$ cat config.mk
export PLATFORM = sky130hd
export DESIGN_NAME = idu_pipe
export DESIGN_NICKNAME = d
export VERILOG_FILES = /design/src/rtl/idu_pkg.sv /design/src/rtl/idu_dec.sv /design/src/rtl/idu_pipe.sv
export SDC_FILE = /design/constraint.sdc
export NUM_CORES = 1
export LEC_CHECK = 0
export CAP_MARGIN = 40
export CORE_MARGIN = 3
export CORE_UTILIZATION = 45
export CTS_CLUSTER_DIAMETER = 200
export DETAILED_ROUTE_END_ITERATION = 16
export PLACE_DENSITY_LB_ADDON = 0.3
export SYNTH_ARGS = -nofsm -noshare
export SYNTH_HDL_FRONTEND = slang
export SYNTH_SLANG_ARGS = --single-unit
export TNS_END_PERCENT = 20
$ cat constraint.sdc
create_clock -name clk -period 2.5 [get_ports clk]
set_input_delay 0.375 -clock clk [delete_from_list [all_inputs] [get_ports clk]]
set_output_delay 0.375 -clock clk [all_outputs]
set_load 0.005 [all_outputs]
$ cat src/rtl/idu_pkg.sv
// Shared decode types for the instruction-decode stage: opcodes, ALU ops, immediate formats, control bundle.
// Latency: n/a (types and a pure helper function only).
// Backpressure: n/a.
package idu_pkg;

  localparam logic [6:0] OPC_LOAD      = 7'b0000011;
  localparam logic [6:0] OPC_MISC_MEM  = 7'b0001111;
  localparam logic [6:0] OPC_OP_IMM    = 7'b0010011;
  localparam logic [6:0] OPC_AUIPC     = 7'b0010111;
  localparam logic [6:0] OPC_OP_IMM_32 = 7'b0011011;
  localparam logic [6:0] OPC_STORE     = 7'b0100011;
  localparam logic [6:0] OPC_OP        = 7'b0110011;
  localparam logic [6:0] OPC_LUI       = 7'b0110111;
  localparam logic [6:0] OPC_OP_32     = 7'b0111011;
  localparam logic [6:0] OPC_BRANCH    = 7'b1100011;
  localparam logic [6:0] OPC_JALR      = 7'b1100111;
  localparam logic [6:0] OPC_JAL       = 7'b1101111;
  localparam logic [6:0] OPC_SYSTEM    = 7'b1110011;

  localparam logic [31:0] INST_EBREAK = 32'h0010_0073;

  typedef enum logic [3:0] {
    ALU_ADD      = 4'd0,
    ALU_SUB      = 4'd1,
    ALU_SLL      = 4'd2,
    ALU_SLT      = 4'd3,
    ALU_SLTU     = 4'd4,
    ALU_XOR      = 4'd5,
    ALU_SRL      = 4'd6,
    ALU_SRA      = 4'd7,
    ALU_OR       = 4'd8,
    ALU_AND      = 4'd9,
    ALU_LUI_PASS = 4'd10
  } alu_op_e;

  typedef enum logic [2:0] {
    IMM_NONE, IMM_I, IMM_S, IMM_B, IMM_U, IMM_J
  } imm_type_e;

  // Narrow control part of a decoded instruction; wide operands travel beside it.
  typedef struct packed {
    logic [4:0] rd;
    alu_op_e    alu_op;
    logic       jump;
    logic       branch;
    logic       load;
    logic       store;
    logic       wen;
    logic       word;
    logic       ebreak;
    logic       illegal;
  } dec_ctrl_t;

  // funct3 -> ALU op; alt is inst[30] (SUB only for register ops, SRA for both).
  function automatic alu_op_e alu_op_from_f3(input logic [2:0] f3, input logic alt,
                                             input logic is_reg);
    alu_op_e op;
    case (f3)
      3'b000:  op = (is_reg && alt) ? ALU_SUB : ALU_ADD;
      3'b001:  op = ALU_SLL;
      3'b010:  op = ALU_SLT;
      3'b011:  op = ALU_SLTU;
      3'b100:  op = ALU_XOR;
      3'b101:  op = alt ? ALU_SRA : ALU_SRL;
      3'b110:  op = ALU_OR;
      default: op = ALU_AND;
    endcase
    return op;
  endfunction

endpackage

$ cat src/rtl/idu_dec.sv
// Combinational RV32I/RV64I decoder: inst/pc/pc_s/src1/src2 in -> control bundle, four operands, imm out.
// Latency: 0 cycles (pure combinational).
// Backpressure: none; the caller registers the result.
import idu_pkg::*;

module idu_dec #(
  parameter int DATA_LEN = 32
) (
  input  logic [31:0]         inst,
  input  logic [DATA_LEN-1:0] pc,
  input  logic [DATA_LEN-1:0] pc_s,
  input  logic [DATA_LEN-1:0] src1,
  input  logic [DATA_LEN-1:0] src2,
  output dec_ctrl_t           ctrl,
  output logic [DATA_LEN-1:0] operand1,
  output logic [DATA_LEN-1:0] operand2,
  output logic [DATA_LEN-1:0] operand3,
  output logic [DATA_LEN-1:0] operand4,
  output logic [DATA_LEN-1:0] imm
);

  localparam bit RV64 = (DATA_LEN == 64);

  logic [6:0]  opcode;
  logic [2:0]  f3;
  logic [4:0]  rd;
  logic [31:0] imm_i, imm_s, imm_b, imm_u, imm_j;
  imm_type_e   imm_type;
  logic        wb, illegal, is_load, is_store;

  assign opcode = inst[6:0];
  assign f3     = inst[14:12];
  assign rd     = inst[11:7];

  assign imm_i = {{20{inst[31]}}, inst[31:20]};
  assign imm_s = {{20{inst[31]}}, inst[31:25], inst[11:7]};
  assign imm_b = {{19{inst[31]}}, inst[31], inst[7], inst[30:25], inst[11:8], 1'b0};
  assign imm_u = {inst[31:12], 12'b0};
  assign imm_j = {{11{inst[31]}}, inst[31], inst[19:12], inst[20], inst[30:21], 1'b0};

  // Sign-extending size cast; a no-op when DATA_LEN is 32.
  function automatic logic [DATA_LEN-1:0] sext(input logic [31:0] v);
    return DATA_LEN'($signed(v));
  endfunction

  always_comb begin
    case (opcode)
      OPC_LUI, OPC_AUIPC:                         imm_type = IMM_U;
      OPC_JAL:                                    imm_type = IMM_J;
      OPC_JALR, OPC_LOAD, OPC_OP_IMM, OPC_OP_IMM_32: imm_type = IMM_I;
      OPC_BRANCH:                                 imm_type = IMM_B;
      OPC_STORE:                                  imm_type = IMM_S;
      default:                                    imm_type = IMM_NONE;
    endcase
    case (imm_type)
      IMM_I:   imm = sext(imm_i);
      IMM_S:   imm = sext(imm_s);
      IMM_B:   imm = sext(imm_b);
      IMM_U:   imm = sext(imm_u);
      IMM_J:   imm = sext(imm_j);
      default: imm = '0;
    endcase
  end

  assign operand4 = (imm_type inside {IMM_I, IMM_U, IMM_J, IMM_B}) ? imm : '0;

  always_comb begin
    ctrl     = '0;
    operand1 = src1;
    operand2 = '0;
    operand3 = pc;
    wb       = 1'b0;
    illegal  = 1'b0;
    is_load  = 1'b0;
    is_store = 1'b0;
    case (opcode)
      OPC_LUI: begin
        operand1    = '0;
        operand2    = imm;
        ctrl.alu_op = ALU_LUI_PASS;
        wb          = 1'b1;
      end
      OPC_AUIPC: begin
        operand1 = pc;
        operand2 = imm;
        wb       = 1'b1;
      end
      // Link value is operand1+operand2 (pc_s+0); target is operand3+operand4.
      OPC_JAL: begin
        operand1  = pc_s;
        ctrl.jump = 1'b1;
        wb        = 1'b1;
      end
      OPC_JALR: begin
        operand1  = pc_s;
        operand3  = src1;
        ctrl.jump = 1'b1;
        wb        = 1'b1;
      end
      OPC_BRANCH: begin
        operand2    = src2;
        ctrl.branch = 1'b1;
        ctrl.alu_op = f3[2] ? (f3[1] ? ALU_SLTU : ALU_SLT) : ALU_SUB;
        illegal     = (f3[2:1] == 2'b01);
      end
      OPC_LOAD: begin
        operand2 = imm;
        is_load  = 1'b1;
        wb       = 1'b1;
        // lb/lh/lw/lbu/lhu always; ld/lwu only on RV64; funct3=111 never.
        illegal  = (f3 == 3'b111) || (!RV64 && (f3 == 3'b011 || f3 == 3'b110));
      end
      OPC_STORE: begin
        operand2 = imm;
        is_store = 1'b1;
        illegal  = f3[2] || (!RV64 && f3 == 3'b011);
      end
      OPC_OP_IMM: begin
        operand2    = imm;
        ctrl.alu_op = alu_op_from_f3(f3, inst[30], 1'b0);
        wb          = 1'b1;
      end
      OPC_OP: begin
        operand2    = src2;
        ctrl.alu_op = alu_op_from_f3(f3, inst[30], 1'b1);
        wb          = 1'b1;
      end
      OPC_OP_IMM_32: begin
        operand2    = imm;
        ctrl.alu_op = alu_op_from_f3(f3, inst[30], 1'b0);
        ctrl.word   = 1'b1;
        wb          = 1'b1;
        illegal     = !RV64;
      end
      OPC_OP_32: begin
        operand2    = src2;
        ctrl.alu_op = alu_op_from_f3(f3, inst[30], 1'b1);
        ctrl.word   = 1'b1;
        wb          = 1'b1;
        illegal     = !RV64;
      end
      OPC_SYSTEM:   ctrl.ebreak = (inst == INST_EBREAK);
      OPC_MISC_MEM: ;
      default:      illegal = 1'b1;
    endcase
    if (inst[1:0] != 2'b11) illegal = 1'b1;
    ctrl.rd      = rd;
    ctrl.illegal = illegal;
    ctrl.wen     = wb && (rd != 5'd0) && !illegal;
    ctrl.load    = is_load && !illegal;
    ctrl.store   = is_store && !illegal;
  end

endmodule

$ cat src/rtl/idu_pipe.sv
// Decode stage: decodes in_inst with captured src1/src2 and registers the result (main + optional skid entry).
// Latency: 1 cycle from in_valid&&in_ready to out_valid.
// Backpressure: SKID_EN=1 gives a registered in_ready (= no skid entry held); SKID_EN=0 passes out_ready through.
// Ports: clk/rst (sync, active-high); in_* handshake + payload; rs1/rs2 regfile read addr; src1/src2 read data;
//        flush; out_* handshake, operands, imm, alu op and flags; halt (sticky after a consumed ebreak).
import idu_pkg::*;

module idu_pipe #(
  parameter int DATA_LEN = 32,
  parameter int SKID_EN  = 1
) (
  input  logic                clk,
  input  logic                rst,
  input  logic                in_valid,
  output logic                in_ready,
  input  logic [31:0]         in_inst,
  input  logic [DATA_LEN-1:0] in_pc,
  input  logic [DATA_LEN-1:0] in_pc_s,
  output logic [4:0]          rs1,
  output logic [4:0]          rs2,
  input  logic [DATA_LEN-1:0] src1,
  input  logic [DATA_LEN-1:0] src2,
  input  logic                flush,
  output logic                out_valid,
  input  logic                out_ready,
  output logic [4:0]          out_rd,
  output logic [DATA_LEN-1:0] out_operand1,
  output logic [DATA_LEN-1:0] out_operand2,
  output logic [DATA_LEN-1:0] out_operand3,
  output logic [DATA_LEN-1:0] out_operand4,
  output logic [3:0]          out_alu_op,
  output logic [DATA_LEN-1:0] out_imm,
  output logic                out_jump,
  output logic                out_branch,
  output logic                out_load,
  output logic                out_store,
  output logic                out_wen,
  output logic                out_word,
  output logic                out_ebreak,
  output logic                out_illegal,
  output logic                halt
);

  localparam int CW = $bits(dec_ctrl_t);
  localparam int PW = CW + 5 * DATA_LEN;

  dec_ctrl_t           dec_ctrl, out_ctrl;
  logic [DATA_LEN-1:0] dec_op1, dec_op2, dec_op3, dec_op4, dec_imm;
  logic [PW-1:0]       dec_pkt, main_q, main_n, skid_q, skid_n;
  logic                main_vld, main_vld_n, skid_vld, skid_vld_n;
  logic                halt_q, halt_n, rdy_q, rdy_n;
  logic                accept, consume;

  assign rs1 = in_inst[19:15];
  assign rs2 = in_inst[24:20];

  idu_dec #(.DATA_LEN(DATA_LEN)) u_dec (
    .inst     (in_inst),
    .pc       (in_pc),
    .pc_s     (in_pc_s),
    .src1     (src1),
    .src2     (src2),
    .ctrl     (dec_ctrl),
    .operand1 (dec_op1),
    .operand2 (dec_op2),
    .operand3 (dec_op3),
    .operand4 (dec_op4),
    .imm      (dec_imm)
  );

  assign dec_pkt = {dec_ctrl, dec_op1, dec_op2, dec_op3, dec_op4, dec_imm};

  assign in_ready = (SKID_EN != 0) ? rdy_q : ((!main_vld || out_ready) && !halt_q);
  assign accept   = in_valid && in_ready;
  assign consume  = main_vld && out_ready;

  always_comb begin
    main_vld_n = main_vld;
    main_n     = main_q;
    skid_vld_n = skid_vld;
    skid_n     = skid_q;
    if (!main_vld || consume) begin
      // Main slot frees up: the older skid entry moves up first to keep order.
      if (skid_vld) begin
        main_vld_n = 1'b1;
        main_n     = skid_q;
        skid_vld_n = accept;
        if (accept) skid_n = dec_pkt;
      end else begin
        main_vld_n = accept;
        if (accept) main_n = dec_pkt;
      end
    end else if (accept) begin
      skid_vld_n = 1'b1;
      skid_n     = dec_pkt;
    end
    if (flush) begin
      main_vld_n = 1'b0;
      skid_vld_n = 1'b0;
    end
    halt_n = halt_q || (consume && out_ctrl.ebreak);
    rdy_n  = !skid_vld_n && !halt_n;
  end

  always_ff @(posedge clk) begin
    if (rst) begin
      main_vld <= 1'b0;
      skid_vld <= 1'b0;
      halt_q   <= 1'b0;
      rdy_q    <= 1'b1;
      main_q   <= '0;
      skid_q   <= '0;
    end else begin
      main_vld <= main_vld_n;
      skid_vld <= skid_vld_n;
      halt_q   <= halt_n;
      rdy_q    <= rdy_n;
      main_q   <= main_n;
      skid_q   <= skid_n;
    end
  end

  assign out_ctrl = main_q[PW-1 -: CW];
  assign {out_operand1, out_operand2, out_operand3, out_operand4, out_imm} = main_q[5*DATA_LEN-1:0];

  assign out_valid   = main_vld;
  assign out_rd      = out_ctrl.rd;
  assign out_alu_op  = out_ctrl.alu_op;
  assign out_jump    = out_ctrl.jump;
  assign out_branch  = out_ctrl.branch;
  assign out_load    = out_ctrl.load;
  assign out_store   = out_ctrl.store;
  assign out_wen     = out_ctrl.wen;
  assign out_word    = out_ctrl.word;
  assign out_ebreak  = out_ctrl.ebreak;
  assign out_illegal = out_ctrl.illegal;
  assign halt        = halt_q;

endmodule

* Yosys cells after proc, flatten, opt, wreduce, memory -nomap -nowiden *
Cells that the tools add are included.

storage, ports and cells
  flip-flop bits (word level) = 358
  input port bits = 165
  output and inout bits = 190
  logic and storage cells = 100

operators by class
  equal/unequal tests = 29
  muxes and demuxes = 32
  reduce and logical (&&, ||, !) cells = 33

operators by type and width
  kind                                             count
  two-way mux 177 bit                              5
  one-hot mux 32 bit (5 select lines)              1
  one-hot mux 32 bit (3 select lines)              1
  two-way mux 32 bit                               2
  one-hot mux 32 bit (2 select lines)              1
  one-hot mux 4 bit (7 select lines)               2
  == test 32 x 21 -> 1 bit, second input constant  1
  == test 7 x 6 -> 1 bit, second input constant    4
  == test 7 bit, second input constant             4
  == test 7 x 5 -> 1 bit, second input constant    3
  == test 3 bit, second input constant             6
  one-hot mux 4 bit (4 select lines)               1
  two-way mux 1 bit                                15
  one-hot mux 3 bit (5 select lines)               1
  == test 3 x 2 -> 1 bit, second input constant    4
  OR reduction 2 bit                               6
  OR reduction 9 bit                               1
  logical AND 1 bit                                8
  OR reduction 8 bit                               1
  == test 7 x 2 -> 1 bit, second input constant    1
  == test 7 x 4 -> 1 bit, second input constant    1
  == test 3 x 1 -> 1 bit, second input constant    2
  OR reduction 6 bit                               1
  logical OR 1 bit                                 5
  13 further kinds                                 17

* Depth between registers and ports, before layout *
Gate-level depths: netlist of run 1.

  word-level depth = 10
  mapped depth = 9
  gate-level depth less buffers = 6

* Modules after synthesis *
Synthesis of run 1 repeated with hierarchy kept, for this count alone.

second synthesis, totals
  cell total of the unflattened synthesis = 2028
  area total of the unflattened synthesis = 19014.5 um^2

by module, submodules not included
  module    times used  cells each  area each (um^2)  sequential area each (um^2)
  idu_pipe  1           1602        16201.8           7166.9
  idu_dec   1           426         2812.7            0.0

* Least setup slack after synthesis of run 1 *
OpenSTA, ideal clock, no wires.

  path type = input to register
  start point = input port in_inst[1]
  end point = register main_q[115]
  library setup time = 0.119 ns
  data arrival time = 1.994 ns
  required time = 2.381 ns
  slack = 0.387 ns
  stages = 8
  buffers on the path = 2
  path through = nand2_2 -> buf_4 -> nor2_4 -> a21oi_4 -> buf_2 -> mux2_2 -> a221oi_2 -> o21ai_1

on the way
  cells in the longest elaborated chain, start to end = 8
  elaborated cells between the ends (all ways) = 25
  classes of those cells = eq/ne: 16; mux: 5; reduce/logical: 4

RTL lines
  item                                                      line                          RTL
  from (decl)                                               idu_pipe.sv:16                input logic [31:0] in_inst,
  == test 7 x 2 -> 1 bit, or another cell as far along      idu_dec.sv:47, idu_dec.sv:76
  OR reduction 4 bit or OR reduction 2 bit (tied branches)  idu_dec.sv:47                 case (opcode)
  one-hot mux 3 bit (5 select lines)                        idu_dec.sv:47
  == test 3 bit, or another cell as far along               idu_dec.sv:55                 case (imm_type)
  one-hot mux 32 bit (5 select lines)                       idu_dec.sv:55
  one-hot mux 32 bit (2 select lines) *                     idu_dec.sv:76                 case (opcode)
  two-way mux 177 bit *                                     idu_pipe.sv:91                if (accept) main_n = dec_pkt;
  two-way mux 177 bit *                                     idu_pipe.sv:84                if (skid_vld) begin
  to (signal assigned)                                      idu_pipe.sv:118               main_q <= main_n;
  to (decl)                                                 idu_pipe.sv:49                logic [PW-1:0] dec_pkt, main_q, main_n, skid_q, skid_n;

Mark *: on every way between the ends. The rest lies on a longest branch, timed or not. The select of a mux whose other input is x is not followed.
A chain may end at the register's enable or synchronous reset.

* Worst setup path after layout of run 1 *
  start point = register skid_vld
  end point = register main_q[24]

on the way
  cells in the longest elaborated chain, start to end = 2
  elaborated cells between the ends (all ways) = 3
  classes of those cells = mux: 1; reduce/logical: 2

RTL lines
  item                                  line             RTL
  from (decl)                           idu_pipe.sv:50   logic main_vld, main_vld_n, skid_vld, skid_vld_n;
  from (signal assigned)                idu_pipe.sv:115  skid_vld <= skid_vld_n;
  nonzero test 2 bit (no source line)   n/a
  AND reduction 2 bit (no source line)  n/a

Several ways; a longest one is shown, not always the timed one.

==> results.cfg, run 1 <==
[run_status]
outcome = complete, no violations

[critical_path]
critPathMaxStageDelay_ns = 0.47
crit_path_start_kind = flip-flop
path_buf_inv = 1
crit_chain = inv_2 -> a21o_4 -> nor2_2 -> nand2_1 -> o21ai_0
crit_arrival_ns = 2.67
criticalPathCategory = flip-flop to flip-flop
required_ns = 2.92
path_max_fanout = 17
end_kind = flip-flop
crit_slowest_cell = nand2_1
path_delay_family = simple AND/OR/NAND/NOR gates

[power_and_ir_drop]
peakVddDrop_mv = 0.483
static-leakage-power_nw = 7.67
power_density_nw_per_um2 = 635

[run]
cap_violations = 0

[global_route]
grt_pass1_vias = 15600
grt_pass1_wl_mm = 88.6
grt_max_degree = 126
overflow = 0
antenna_found_initial = 4
grt_usage = 0.287

[clocking]
cts_resized = 0
cts_buffers = 40
cts-root-buf = clkbuf_16
worstSkewPairLatency_ns = 0.53
clk_path_buf_depth = 3
cts_tree = yes
ctsHoldBuffers = 0
clock_tree.htree_level_count = 2
numClockSinks = 358
cts_setup_buffers = 0
path_clk_slew_ns = 0.06

[timing]
relSlewSlack = 0.444
final_hold_viol_count = 0
timing.hold.ws_ns = 0.252
clock_skew_ns = 0.0226
period_minus_slack_ns = 2.25
setup_slack_ns = 0.254
tightest_slew_ns = 0.833
fmax_ghz = 0.445
maxSlewViolCount = 0
rsz0062_at_grt = no
setup_violations = 0
fin_crit_sh = 0.899

[routing]
drt_pass1_iterations = 6
drcViolationCount = 0
wirelength_mm = 57.0
wl_per_cell_um = 20.9
postRouteAntennaNets = 0
vias = 16200
drt_iter0_drc = 1444
via_per_inst = 5.93

[finish]
area_growth_pct = 39.5
fin_nets = 2405
fin_cells = 2726
final_common_cell = dfxtp_1
layout_common_cells = 357 x dfxtp_1, 353 x clkdlybuf4s50_1, 260 x nand2_1, 201 x nor2_1, 131 x buf_4
fill_cells = 2877
drive_gt1_frac = 0.122
stdcell_area_um2 = 22200

[logic_synthesis]
synth_cell_types = 76
ys_seq_area_frac = 0.451
synth.largest_area_cell = dfxtp_1
ys.flop_type = dfxtp_1
syn-num-nets = 2058
synth_area_leaders = dfxtp_1 45%, nand2_1 6.1%, a211oi_1 6.1%, nor2_1 4.9%, clkbuf_1 3.3%
synthArstFlopShare = 0
synth_edf_count = 0
synth_cells = 1893
avgSynthCellArea_um2 = 8.39
synth_top_area_frac = 0.451
ys_warn_count = 0
synth_area_um2 = 15900
ys_ff_latch = 358

[floorplan]
start_util = 0.459
std_cell_rows = 68
io_pins = 355
dieHeight_um = 194
die_w_um = 194
core_um2 = 34600
dieArea_um2 = 37600

[placement]
placed_area_um2 = 20700
io_buffers = 354
dp.cells = 2653
place.gp.congestion = 0.883
pre_cts_ws_ns = -0.201
dp_hpwl_mm = 38.7

[hold_path]
hold_class = primary input to flip-flop
-- worst paths after layout --
| path | startpoint | cells after the start | to | slack (ns) |
|---|---|---|---|---|
| setup / recovery | skid_vld | 5 | main_q[24] | 0.25 |
| hold / removal | rst | 2 | skid_q[36] | 0.25 |
| setup reg to reg | skid_vld | 5 | main_q[24] | 0.25 |
| hold reg to reg | skid_q[62] | 2 | skid_q[62] | 0.45 |
-- worst register-to-register path, cell delays in order, from the launching register on --
cell and delay, ns:
dfxtp_4 0.44, inv_2 0.23, a21o_4 0.35, nor2_2 0.29, nand2_1 0.47, o21ai_0 0.37
-- layer usage --
layer / wire length, µm / part of all wire / vias to the layer above / track usage
met5: 52 / 0.00091 / - / 0
met4: 2100 / 0.037 / 6 / 0.101
met3: 5220 / 0.092 / 127 / 0.0645
met2: 26100 / 0.46 / 792 / 0.461
met1: 23500 / 0.41 / 7637 / 0.384
li1: - / - / 7604 / -
-- layout make-up --
cell class	count	area [µm²]	share of cell area
clock buffer	54	1130	0.0512
sequential	358	7170	0.324
inverter	6	22.5	0.00102
timing repair buffer	514	5110	0.231
multi-input combinational	1320	7860	0.355
antenna	1	2.50	0.000113
tap	455	569	0.0257
clock inverter	18	289	0.0130
-- report_power, final --
part | internal, mW | total (mW) | switching [mW] | leakage [nW]
Sequential | 5.89 | 6.00 | 0.110 | 2.91
Clock | 3.92 | 6.31 | 2.39 | 0.696
Combinational | 0.865 | 1.75 | 0.881 | 4.06
-- per-stage QoR --
| stage | power [mW] | utilization | setup TNS, ns |
|---|---|---|---|
| after global routing | 14.5 | 0.640 | 0 |
| after global placement | 7.82 | 0.599 | -3.35 |
| after detailed placement | 7.85 | 0.599 | -7.33 |
| final | 14.1 | 0.640 | 0 |
| after floorplan | 6.83 | - | 0 |
| after CTS | 14.1 | 0.640 | 0 |
-- kinds of logic after synthesis --
group | after synthesis | synth area share
DFF | 358 | 0.451
muxes | 58 | 0.0373
buffers and inverters | 215 | 0.0592
AOI/OAI and AO/OA | 593 | 0.261
xor gates and xnor gates | 1 | 0.000551
and+or+nand+nor | 668 | 0.191
-- synthesized netlist by cell type, types with 3 or more instances --
cell type	instances
dfxtp_1	358
nand2_1	260
nor2_1	208
clkbuf_1	138
a211oi_1	129
a21oi_1	85
o21ai_0	74
o21ai_1	57
nand3_1	56
nor3_1	53
mux2i_1	49
a31oi_1	48
nand2b_1	45
a221oi_1	40
a222oi_1	32
a32oi_1	31
buf_2	30
a311oi_1	25
buf_4	18
buf_1	15
a21o_1	14
o21bai_1	12
mux2_2	9
a22oi_1	8
nor4_2	8
a22o_1	7
a32o_1	6
nor4_1	6
o211ai_1	6
clkbuf_2	5
inv_1	5
nor2b_1	4
buf_6	3
-- state kept, by name, summed over array words and instances (netlist names) --
signal / count
skid_q: 177
in_ready: 1
main_q: 177
out_valid: 1
halt: 1
skid_vld: 1
No activity file was read; power rests on OpenSTA's default activity.
==> run 2, diff against run 1 <==
- CORE_ASPECT_RATIO: unset -> 0.8
- CORE_MARGIN: 3 -> 1.5
- PLACE_DENSITY: unset -> 0.73
- PLACE_DENSITY_LB_ADDON: 0.3 -> unset
==> run 2 against run 1 <==
Compared with the run above:
- global-route usage up 2.5 points
- hold slack worse by 0.062 ns
- final area down 0.83%
- sequential cell count unchanged
- via count up 1.8%
- clock power down 13%
- sequential share of layout area up 0.27 points
- die area down 3.1%
- first-iteration DRC count up 44%
- critical path depth up 4
- critical path type is now primary input to flip-flop
- largest power group is now sequential cells
==> results.cfg, run 2 (same netlist as run 1, synthesis figures left out) <==
[run_status]
outcome = complete, no violations

[routing]
vias = 16500
wl_per_cell_um = 21.1
drcViolationCount = 0
postRouteAntennaNets = 0
wirelength_mm = 57.9
drt_pass1_iterations = 10
drt_iter0_drc = 2077
via_per_inst = 5.98

[timing]
fmax_ghz = 0.431
setup_violations = 0
clock_skew_ns = 0.0105
final_hold_viol_count = 0
period_minus_slack_ns = 2.32
maxSlewViolCount = 0
tightest_slew_ns = 0.886
relSlewSlack = 0.407
fin_crit_sh = 0.928
rsz0062_at_grt = no

[critical_path]
crit_arrival_ns = 2.71
reg2reg_slack_ns = 0.31
path_max_fanout = 32
end_kind = flip-flop
required_ns = 2.89
crit_path_start_kind = primary input
criticalPathCategory = primary input to flip-flop

[global_route]
grt_pass1_wl_mm = 88.7
gr-usage-met2 = 0.468
overflow = 0
use_met1 = 0.449
antenna_found_initial = 5
grt_pass1_vias = 15300
grt_usage = 0.312
top_usage_layer = met2
grt_max_degree = 138
grt_use_met3 = 0.0492

[power_and_ir_drop]
switching_share = 0.251
static-leakage-power_nw = 7.61
comb_power_share = 0.133
total_power_mw = 13.3
peakVddDrop_mv = 0.406
p_seq_frac = 0.453
p_int_mw = 9.95
p_clk_frac = 0.415
power_switching_mw = 3.33
power_density_nw_per_um2 = 604

[placement]
io_buffers = 354
dp_hpwl_mm = 39.7
place.gp.congestion = 0.916
placed_area_um2 = 20800

[finish]
stdcell_area_um2 = 22000
drive_gt1_frac = 0.123
area_growth_pct = 38.3
final_core_util = 0.633
final_common_cell = dfxtp_1
fill_cells = 2949
top_regs = main_q x177, skid_q x177
layout_common_cells = 357 x dfxtp_1, 353 x clkdlybuf4s50_1, 260 x nand2_1, 202 x nor2_1, 148 x buf_4
fin_nets = 2414

[clocking]
cts_setup_buffers = 0
numClockSinks = 358
clk_path_buf_depth = 3
ctsHoldBuffers = 0
cts_tree = yes
cts-root-buf = clkbuf_16
clock_tree.htree_level_count = 2
cts_resized = 0
worstSkewPairLatency_ns = 0.53
path_clk_slew_ns = 0.06
cts_buffers = 37

[floorplan]
dieHeight_um = 171
io_pins = 355
std_cell_rows = 61
die_w_um = 213
dieArea_um2 = 36400
core_um2 = 34700
start_util = 0.457

[hold_path]
hold_class = primary input to flip-flop

[run]
cap_violations = 0
==> run 2: cell count changes in the layout (fill, tap and decap cells not counted), moves of 2 or more <==
| cell | before | now |
|---|---|---|
| bufinv_16 | 7 | 2 |
| clkbuf_16 | 40 | 37 |
| clkinv_2 | 6 | 8 |
| buf_12 | 29 | 24 |
| inv_6 | 2 | 0 |
| diode_2 | 1 | 4 |
| buf_4 | 131 | 148 |
==> run 2: layout make-up <==
cell class	count	area, µm²	area share
multi-input cells	1320	7850	0.357
flip-flops and latches	358	7170	0.326
diodes	4	10.0	0.000456
clock buffers	51	1070	0.0486
inverters	6	22.5	0.00102
repair buffers	526	5140	0.234
well taps	472	591	0.0269
clock inverters	12	116	0.00530
==> run 2: power groups by stage <==
| stage | logic (mW) | registers [mW] | clock network [mW] |
|---|---|---|---|
| 6_report | 1.76 | 6.01 | 5.51 |
| 5_1_grt | 1.88 | 6.02 | 5.82 |
| 2_1_floorplan | 0.718 | 6.11 | 0 |
| 3_5_place_dp | 1.73 | 6.13 | 0 |
| 3_3_place_gp | 1.71 | 6.13 | 0 |
| 4_1_cts | 1.74 | 6.01 | 5.59 |
==> run 2: worst max-delay path: stages <==
cell             delay, ns
clkdlybuf4s50_1       0.50
nand2_2               0.23
nor2_4                0.28
buf_4                 0.18
nor2_2                0.05
buf_12                0.17
a222oi_1              0.63
nand2b_1              0.19
a31oi_1               0.07
==> run 2: routing by layer <==
layer / share of wire / up-vias / routed length, µm
met1: 0.44 / 7916 / 25400
li1: - / 7615 / -
met4: 0.034 / 2 / 1970
met5: 0.00022 / - / 13
met2: 0.44 / 786 / 25400
met3: 0.089 / 131 / 5130
==> run 2: per-stage QoR <==
step / worst slack, ns / setup TNS (ns) / std cells / hold slack [ns]
5_1_grt: 0.138 / 0 / 2749 / 0.200
6_report: 0.181 / 0 / 2749 / 0.190
3_5_place_dp: -0.264 / -18.29 / 2682 / 0.439
3_3_place_gp: -0.258 / -15.27 / 2682 / 0.435
4_1_cts: 0.274 / 0 / 2745 / 0.177
2_1_floorplan: 0.387 / 0 / 1893 / 0.426
==> run 2: path summary, 6_finish.rpt <==
check / from / to / cells past startpoint
max: in_inst[1] / main_q[130] / 9
min: rst / skid_q[34] / 2
max reg2reg: skid_vld / main_q[27] / 4
min reg2reg: skid_q[54] / skid_q[54] / 2
